`src/rtl/dma_rd_engine.sv`:
```
// dma_rd_engine: AXI3 read DMA fetching a programmable beat count into a valid/ready stream.
// Bursts are clipped to BURST_LEN, the remaining length, and the next 4 KB page boundary.
module dma_rd_engine #(
    parameter int          DATA_WIDTH = 64,
    parameter int          BURST_LEN  = 16,
    parameter int          LEN_WIDTH  = 24,
    parameter logic [2:0]  AXI_ID     = 3'b100,
    parameter logic [3:0]  AR_CACHE   = 4'b0001
) (
    input  logic                  m_axi_acp_aclk,
    input  logic                  axi_reset,
    input  logic                  start,
    input  logic [31:0]           src_addr,
    input  logic [LEN_WIDTH-1:0]  length,
    output logic                  busy,
    output logic                  done,
    output logic                  error,
    output logic [31:0]           m_axi_acp_araddr,
    output logic [3:0]            m_axi_acp_arlen,
    output logic                  m_axi_acp_arvalid,
    input  logic                  m_axi_acp_arready,
    output logic [2:0]            m_axi_acp_arid,
    output logic [2:0]            m_axi_acp_arsize,
    output logic [1:0]            m_axi_acp_arburst,
    output logic [1:0]            m_axi_acp_arlock,
    output logic [3:0]            m_axi_acp_arcache,
    output logic [2:0]            m_axi_acp_arprot,
    output logic [3:0]            m_axi_acp_arqos,
    output logic [4:0]            m_axi_acp_aruser,
    input  logic [DATA_WIDTH-1:0] m_axi_acp_rdata,
    input  logic [1:0]            m_axi_acp_rresp,
    input  logic                  m_axi_acp_rlast,
    input  logic                  m_axi_acp_rvalid,
    output logic                  m_axi_acp_rready,
    output logic [DATA_WIDTH-1:0] mm2s_data,
    output logic                  mm2s_valid,
    input  logic                  mm2s_ready
);
    localparam int BYTES = DATA_WIDTH / 8;
    localparam int SIZE  = $clog2(BYTES);

    typedef enum logic [1:0] {IDLE, ADDR, DATA, DONE} state_t;

    state_t               state, state_n;
    logic [LEN_WIDTH-1:0] rem, rem_n;
    logic [4:0]           bcnt, beats, first_beats, next_beats;
    logic [31:0]          start_addr, addr_n;
    logic                 beat_ok, last_ok, beat_err;

    function automatic logic [4:0] burst_beats(input logic [31:0] a, input logic [LEN_WIDTH-1:0] r);
        logic [12:0] page;
        logic [4:0]  b;
        page = (13'd4096 - {1'b0, a[11:0]}) >> SIZE;
        b = 5'(BURST_LEN);
        if (page < 13'(b)) b = page[4:0];
        if (r < LEN_WIDTH'(b)) b = r[4:0];
        return b;
    endfunction

    // araddr/arlen double as the working address and current burst size
    assign start_addr  = src_addr & ~32'(BYTES - 1);
    assign beats       = {1'b0, m_axi_acp_arlen} + 5'd1;
    assign addr_n      = m_axi_acp_araddr + (32'(beats) << SIZE);
    assign rem_n       = rem - LEN_WIDTH'(beats);
    assign first_beats = burst_beats(start_addr, length);
    assign next_beats  = burst_beats(addr_n, rem_n);
    assign beat_ok     = state == DATA && m_axi_acp_rvalid && mm2s_ready;
    assign last_ok     = beat_ok && m_axi_acp_rlast;
    assign beat_err    = m_axi_acp_rresp != 2'b00 ||
                         (m_axi_acp_rlast ? bcnt + 5'd1 != beats : bcnt + 5'd1 == beats);

    assign busy              = state != IDLE;
    assign done              = state == DONE;
    assign m_axi_acp_arvalid = state == ADDR;
    assign m_axi_acp_rready  = state == DATA && mm2s_ready;
    assign mm2s_valid        = state == DATA && m_axi_acp_rvalid;
    assign mm2s_data         = m_axi_acp_rdata;

    assign m_axi_acp_arid    = AXI_ID;
    assign m_axi_acp_arsize  = 3'(SIZE);
    assign m_axi_acp_arburst = 2'b01;
    assign m_axi_acp_arlock  = 2'b00;
    assign m_axi_acp_arcache = AR_CACHE;
    assign m_axi_acp_arprot  = 3'b010;
    assign m_axi_acp_arqos   = 4'b0000;
    assign m_axi_acp_aruser  = 5'b00000;

    always_ff @(posedge m_axi_acp_aclk) begin
        if (axi_reset) begin
            state            <= IDLE;
            rem              <= '0;
            bcnt             <= '0;
            error            <= 1'b0;
            m_axi_acp_araddr <= '0;
            m_axi_acp_arlen  <= '0;
        end else begin
            state <= state_n;
            if (state == IDLE && start) begin
                error            <= 1'b0;
                rem              <= length;
                m_axi_acp_araddr <= start_addr;
                m_axi_acp_arlen  <= 4'(first_beats - 5'd1);
            end
            if (state == ADDR && m_axi_acp_arready) bcnt <= '0;
            if (beat_ok) begin
                bcnt <= bcnt + 5'd1;
                if (beat_err) error <= 1'b1;
            end
            if (last_ok) begin
                rem              <= rem_n;
                m_axi_acp_araddr <= addr_n;
                m_axi_acp_arlen  <= 4'(next_beats - 5'd1);
            end
        end
    end

    always_comb begin
        state_n = state;
        unique case (state)
            IDLE:    if (start) state_n = length == '0 ? DONE : ADDR;
            ADDR:    if (m_axi_acp_arready) state_n = DATA;
            DATA:    if (last_ok) state_n = rem_n == '0 ? DONE : ADDR;
            default: state_n = IDLE;
        endcase
    end
endmodule

```
`config.mk`:
```
export PLATFORM = sky130hd
export DESIGN_NAME = dma_rd_engine
export DESIGN_NICKNAME = d
export VERILOG_FILES = /design/src/rtl/dma_rd_engine.sv
export SDC_FILE = /design/constraint.sdc
export NUM_CORES = 1
export LEC_CHECK = 0
export ABC_AREA = 1
export CAP_MARGIN = 20
export CORE_MARGIN = 4
export CORE_UTILIZATION = 44
export CTS_CLUSTER_DIAMETER = 80
export DETAILED_ROUTE_END_ITERATION = 10
export PLACE_DENSITY = 0.89
export SETUP_SLACK_MARGIN = 0.02
export SLEW_MARGIN = 20
export SYNTH_ARGS = -nofsm -noshare
export SYNTH_HDL_FRONTEND = slang
export SYNTH_SLANG_ARGS = --single-unit
export TNS_END_PERCENT = 5
```
`constraint.sdc`:
```
create_clock -name m_axi_acp_aclk -period 4.3 [get_ports m_axi_acp_aclk]
set_clock_uncertainty 0.1 [all_clocks]
set_input_delay 0.43 -clock m_axi_acp_aclk [delete_from_list [all_inputs] [get_ports m_axi_acp_aclk]]
set_output_delay 0.43 -clock m_axi_acp_aclk [all_outputs]
set_load 0.05 [all_outputs]
```
Word-level counts from Yosys, hierarchy flattened
Cells that the tools add are included.
{"block": "classes", "n_addsub": 8, "order_cmp": 4, "n_eq_ne": 8, "muxes": 22, "n_reduce_logical": 15}
{"cell": "$mux 32", "n": 2}
{"cell": "$logic_not 24->1", "n": 2}
{"cell": "$lt 24x5->1", "n": 2}
{"cell": "$mux 24", "n": 2}
{"cell": "$add 32x8->32", "n": 1}
{"cell": "$sub 13x12->13 const A", "n": 2}
{"cell": "$sub 24x5->24", "n": 1}
{"cell": "$lt 10x5->1 const B", "n": 2}
{"cell": "$mux 5", "n": 4}
{"cell": "$mux 4", "n": 4}
{"cell": "$mux 2", "n": 5}
{"cell": "$reduce_bool 2->1", "n": 4}
{"cell": "$sub 4x1->4 const B", "n": 2}
{"cell": "$logic_and 1x1->1", "n": 6}
{"cell": "$pmux 2 s3", "n": 1}
{"cell": "$add 4x1->5 const B", "n": 1}
{"cell": "$add 5x1->5 const B", "n": 1}
{"cell": "$eq 5x5->1", "n": 1}
{"cell": "$ne 5x5->1", "n": 1}
{"cell": "$eq 2x2->1 const B", "n": 2}
{"cell": "$mux 1", "n": 4}
{"cell": "$ne 2x2->1 const B", "n": 2}
{"cell": "$reduce_and 3->1", "n": 1}
{"cell": "$eq 2x1->1 const B", "n": 1}
{"cell": "other kinds (3)", "n": 3}
{"block": "totals", "regBits": 68, "inputBits": 129, "wordCells": 63}

Depth between registers and ports, before layout
{"block": "logic_depth", "word_depth": 9, "depth_mapped": 32, "depth_no_buf": 32}

Worst setup path after synthesis
OpenSTA, ideal clock, no wires.
{"block": "synth_path", "kind": "reg-to-reg", "from": "register m_axi_acp_arlen[0]", "to": "register m_axi_acp_arlen[2]", "setup_time_ps": 114, "arrival_time_ps": 3768, "required_time_ps": 4086, "setup_slack_ps": 318, "path_stages_with_launch": 27, "n_path_buf": 0, "period_less_slack_ps": 3982, "cell_sequence": "dfxtp_1 -> ha_1 -> xor2_1 -> ha_1 -> nand2_1 -> nand2_2 -> nand3_2 -> nand2_2 -> nand2_2 -> nand2_1 -> nor2_1 -> nand3_1 -> nor2_4 -> inv_1 -> nor2_1 -> inv_1 -> ha_1 -> a21oi_1 -> nand2_1 -> nand2_4 -> nand3_1 -> nand3_1 -> nand2_2 -> ha_1 -> xnor2_1 -> o21bai_1 -> inv_1"}
{"block": "synth_via", "elab_chain_len": 9}
{"element": "from (decl)", "line": "19", "rtl": "output logic [3:0] m_axi_acp_arlen,"}
{"element": "from (signal assigned)", "line": "102", "rtl": "m_axi_acp_arlen <= 4'(first_beats - 5'd1);"}
{"element": "from (signal assigned)", "line": "112", "rtl": "m_axi_acp_arlen <= 4'(next_beats - 5'd1);"}
{"element": "$add 4x1->5 (*)", "line": "62", "rtl": "assign beats = {1'b0, m_axi_acp_arlen} + 5'd1;"}
{"element": "$add 32x8->32", "line": "63", "rtl": "assign addr_n = m_axi_acp_araddr + (32'(beats) << SIZE);"}
{"element": "$sub 13x12->13", "line": "53", "rtl": "page = (13'd4096 - {1'b0, a[11:0]}) >> SIZE;"}
{"element": "$lt 10x5->1", "line": "55", "rtl": "if (page < 13'(b)) b = page[4:0];"}
{"element": "$mux 5", "line": "55"}
{"element": "$lt 24x5->1", "line": "56", "rtl": "if (r < LEN_WIDTH'(b)) b = r[4:0];"}
{"element": "$mux 4 (*)", "line": "56"}
{"element": "$sub 4x1->4 (*)", "line": "112"}
{"element": "$mux 4 (*)", "line": "109", "rtl": "if (last_ok) begin"}
Every way passes the cells marked *; elsewhere a longest branch is shown, timed or not.
A chain may end at the register's enable or synchronous reset.

Final worst setup path
Ends and elaborated chain as after synthesis.

==> metrics.txt <==
run status finished clean; Area Growth Syn to Fin 14.59%; Pwr Density 379.7 nW/um2; fin crit period around 4.0 ns; DRT iter0 DRCs 615; Required @ worst endpoint approximately 4.4 ns; Skew-Pair Late Insertion Delay 0.34 ns; total track usage a little over a fifth; Async SR Flop Fraction 0%; core region area around 13000 um2; Post-Syn Area per Cell between 6 and 7 um2; Tightest Hold Check Type reg2reg; Routed Antenna Nets 0; CP Class reg2reg; setup tns final 0 ns; CP startpoint kind register; WL/cell 14.95 um; Most used DFF post-synth dfxtp_1; Top Usage Layer GRT met2; dpl hpwl 12960 um; Syn Std Cell Area between 6000 and 7000 um2; number of synthesized flops with an enable pin 0; cell count after synthesis about 970; CP bufs+invs 5; share of cells above drive strength 1 under 10%; CP max stage cell dfxtp_2; I/O Pins roughly 260; Die Ht about 130 um; Root Driver clkbuf_16; highest ir drop seen on vdd between 200 and 250 uV; Hold WS roughly 0.37 ns; # DRC 0; actual slew at the worst max-slew pin approximately 1 ns; crit share post-route approximately 94%; register bit count reported by yosys between 60 and 70; die area 15940 um2; met2 Use GR approximately 38%; largest net degree at the start of global routing approximately 50; WP data arrival roughly 4.2 ns; Hold Buf Count CTS 0; row count 42; Post-CTS Resized 0; met1 Usage GRT 25.53%; WL final around 18000 um; min-delay src error; n_diodes 0; r2r startpoint m_axi_acp_arlen[0]; Distinct cells, synth 50; Slew Viols, Final 0; vias in the first global route 5938; Clock Tree Buf Depth 2; fill count about 1300; Max transition margin between 30% and 40%; Fin. Hold Viols 0; GRT met3 Usage ~3%; port buffer count 100; gp weighted congestion 0.9016; vias per inst 5.257; Final Setup Violations 0; Post-CTS Setup Inserts 0; CTS Sinks 65; Peak Freq approximately 250 MHz; sequential element share of the synthesized area 21.16%; worst-path fanout max 6; Num CTS Buffers 9; vias around 6200; Initial Utilization between 40% and 50%; CP top delay family simple AND/OR/NAND/NOR gates; leakage 0.003257 uW; Die X 126.2 um; RSZ-0062 raised after global routing no; CTS tree built; initial antenna violation count 0; crit path capture type register; CP Launch Point m_axi_acp_arlen[0]; max-cap violations 0; yosys warns 0; global-route wire length before repair between 20000 and 30000 um; Net count, final 1148; CTS H-tree lvls 3; max incr delay on CP about 0.4 ns; Detailed Routing Iterations Pass 1 5; Clk pin slew, worst setup/hold paths around 0.060 ns; GRT overflow 0
[worst paths after layout]
kind	to	slack, ns	depth (start not counted)
min reg2reg	error	0.37	2
max reg2reg	m_axi_acp_arlen[2]	0.28	27
min	error	0.37	2
max	m_axi_acp_arlen[2]	0.28	27
[metal layers]
| metal | part of all wire, % | up-vias |
|---|---|---|
| met2 | 50 | 298 |
| met5 | 0 | - |
| met3 | 6.7 | 78 |
| met1 | 40 | 2791 |
| li1 | - | 2999 |
| met4 | 3.5 | 0 |
[logic make-up (layout without fill, tap and decap cells)]
logic type / count (synthesis) / after routing / synth area share (%)
xor+xnor: 43 / 43 / 6.367
other cells: 2 / 29 / 0.1221
buf+inv: 265 / 268 / 21.97
simple gates: 440 / 440 / 32.67
compound gates: 126 / 126 / 12.18
flops: 65 / 65 / 21.16
fa+ha+maj: 26 / 26 / 5.533
[worst register-to-register path, cell delays in order (launching register included)]
cell and delay, ns:
dfxtp_2 0.40, ha_4 0.17, nand3_1 0.17, inv_1 0.14, ha_1 0.29, nand2_1 0.09
inv_1 0.05, o21bai_1 0.18, nand2_1 0.08, nand2_1 0.08, nand2_1 0.07, nor2_1 0.14
nand3_1 0.13, nor2_4 0.15, inv_1 0.08, nor2_1 0.14, inv_1 0.06, ha_1 0.29
a21oi_1 0.16, nand2_1 0.10, nand2_4 0.09, nand3_1 0.07, nand3_1 0.11, nand2_2 0.08
ha_1 0.21, xnor2_1 0.12, o21bai_1 0.12, inv_1 0.05
[sequential cells by signal, indices dropped and copies added (netlist names)]
signal,count
m_axi_acp_araddr,29
state,2
bcnt,5
rem,24
m_axi_acp_arlen,4
error,1
[metrics by stage]
| step | setup WS, ns | util, % | power [uW] | std cells | cell area (um2) |
|---|---|---|---|---|---|
| floorplan | 0.3183 | - | 1767 | 994 | 6252 |
| global placement | 0.4088 | 50.02 | 1879 | 1158 | 6729 |
| detailed placement | 0.2565 | 50.02 | 1901 | 1158 | 6729 |
| CTS | 0.2278 | 52.22 | 2657 | 1173 | 7025 |
| global route | 0.02097 | 52.39 | 2829 | 1173 | 7048 |
| finish | 0.2791 | 52.39 | 2676 | 1173 | 7048 |
[synth_stat cells (all sizes together) (3+ instances only)]
master   instances  share of area [%]
nor3            13                1.7
nand3           65                5.8
inv            145                8.8
o2bb2ai          3               0.43
o21ai           57                4.8
ha              24                4.9
nand2          238                 15
a221oi           3               0.43
o22ai            3               0.31
a21oi           26                2.2
a31oi           13                1.3
o221ai           5               0.71
nor2           100                7.1
o211ai           6               0.73
dfxtp           65                 21
nor4             9                1.0
o21bai           3               0.37
xnor2           16                2.3
buf            100                 12
nand4           12                1.6
xor2            27                4.1
clkbuf          18                1.1
[power breakdown]
part	leakage [uW]	switching, uW	internal, uW
registers	0.000534	67.3	658
logic	0.00257	794	401
clock network	0.000148	280	475
[cell type report]
type | instances | area, um2 | share of cell area, %
Multi-Input combinational cell | 664 | 3630 | 51.50
Sequential cell | 65 | 1304 | 18.50
Timing Repair Buffer | 106 | 1046 | 14.84
Inverter | 147 | 551.8 | 7.829
Clock buffer | 12 | 256.5 | 3.639
Tap cell | 176 | 220.2 | 3.124
Clock inverter | 3 | 40.04 | 0.5681
[layout by cell type (no fill, tap or decap), drive strengths merged, types with 5 or more instances in the layout]
cell,synthesis,final
nand2,238,238
inv,145,145
clkdlybuf4s50,0,100
nor2,100,100
dfxtp,65,65
nand3,65,65
o21ai,57,57
conb,2,29
xor2,27,27
a21oi,26,26
ha,24,24
xnor2,16,16
a31oi,13,13
nor3,13,13
nand4,12,12
clkbuf,18,12
nor4,9,9
o211ai,6,6
buf,100,6
o221ai,5,5
No activity file was read; power rests on OpenSTA's default activity.
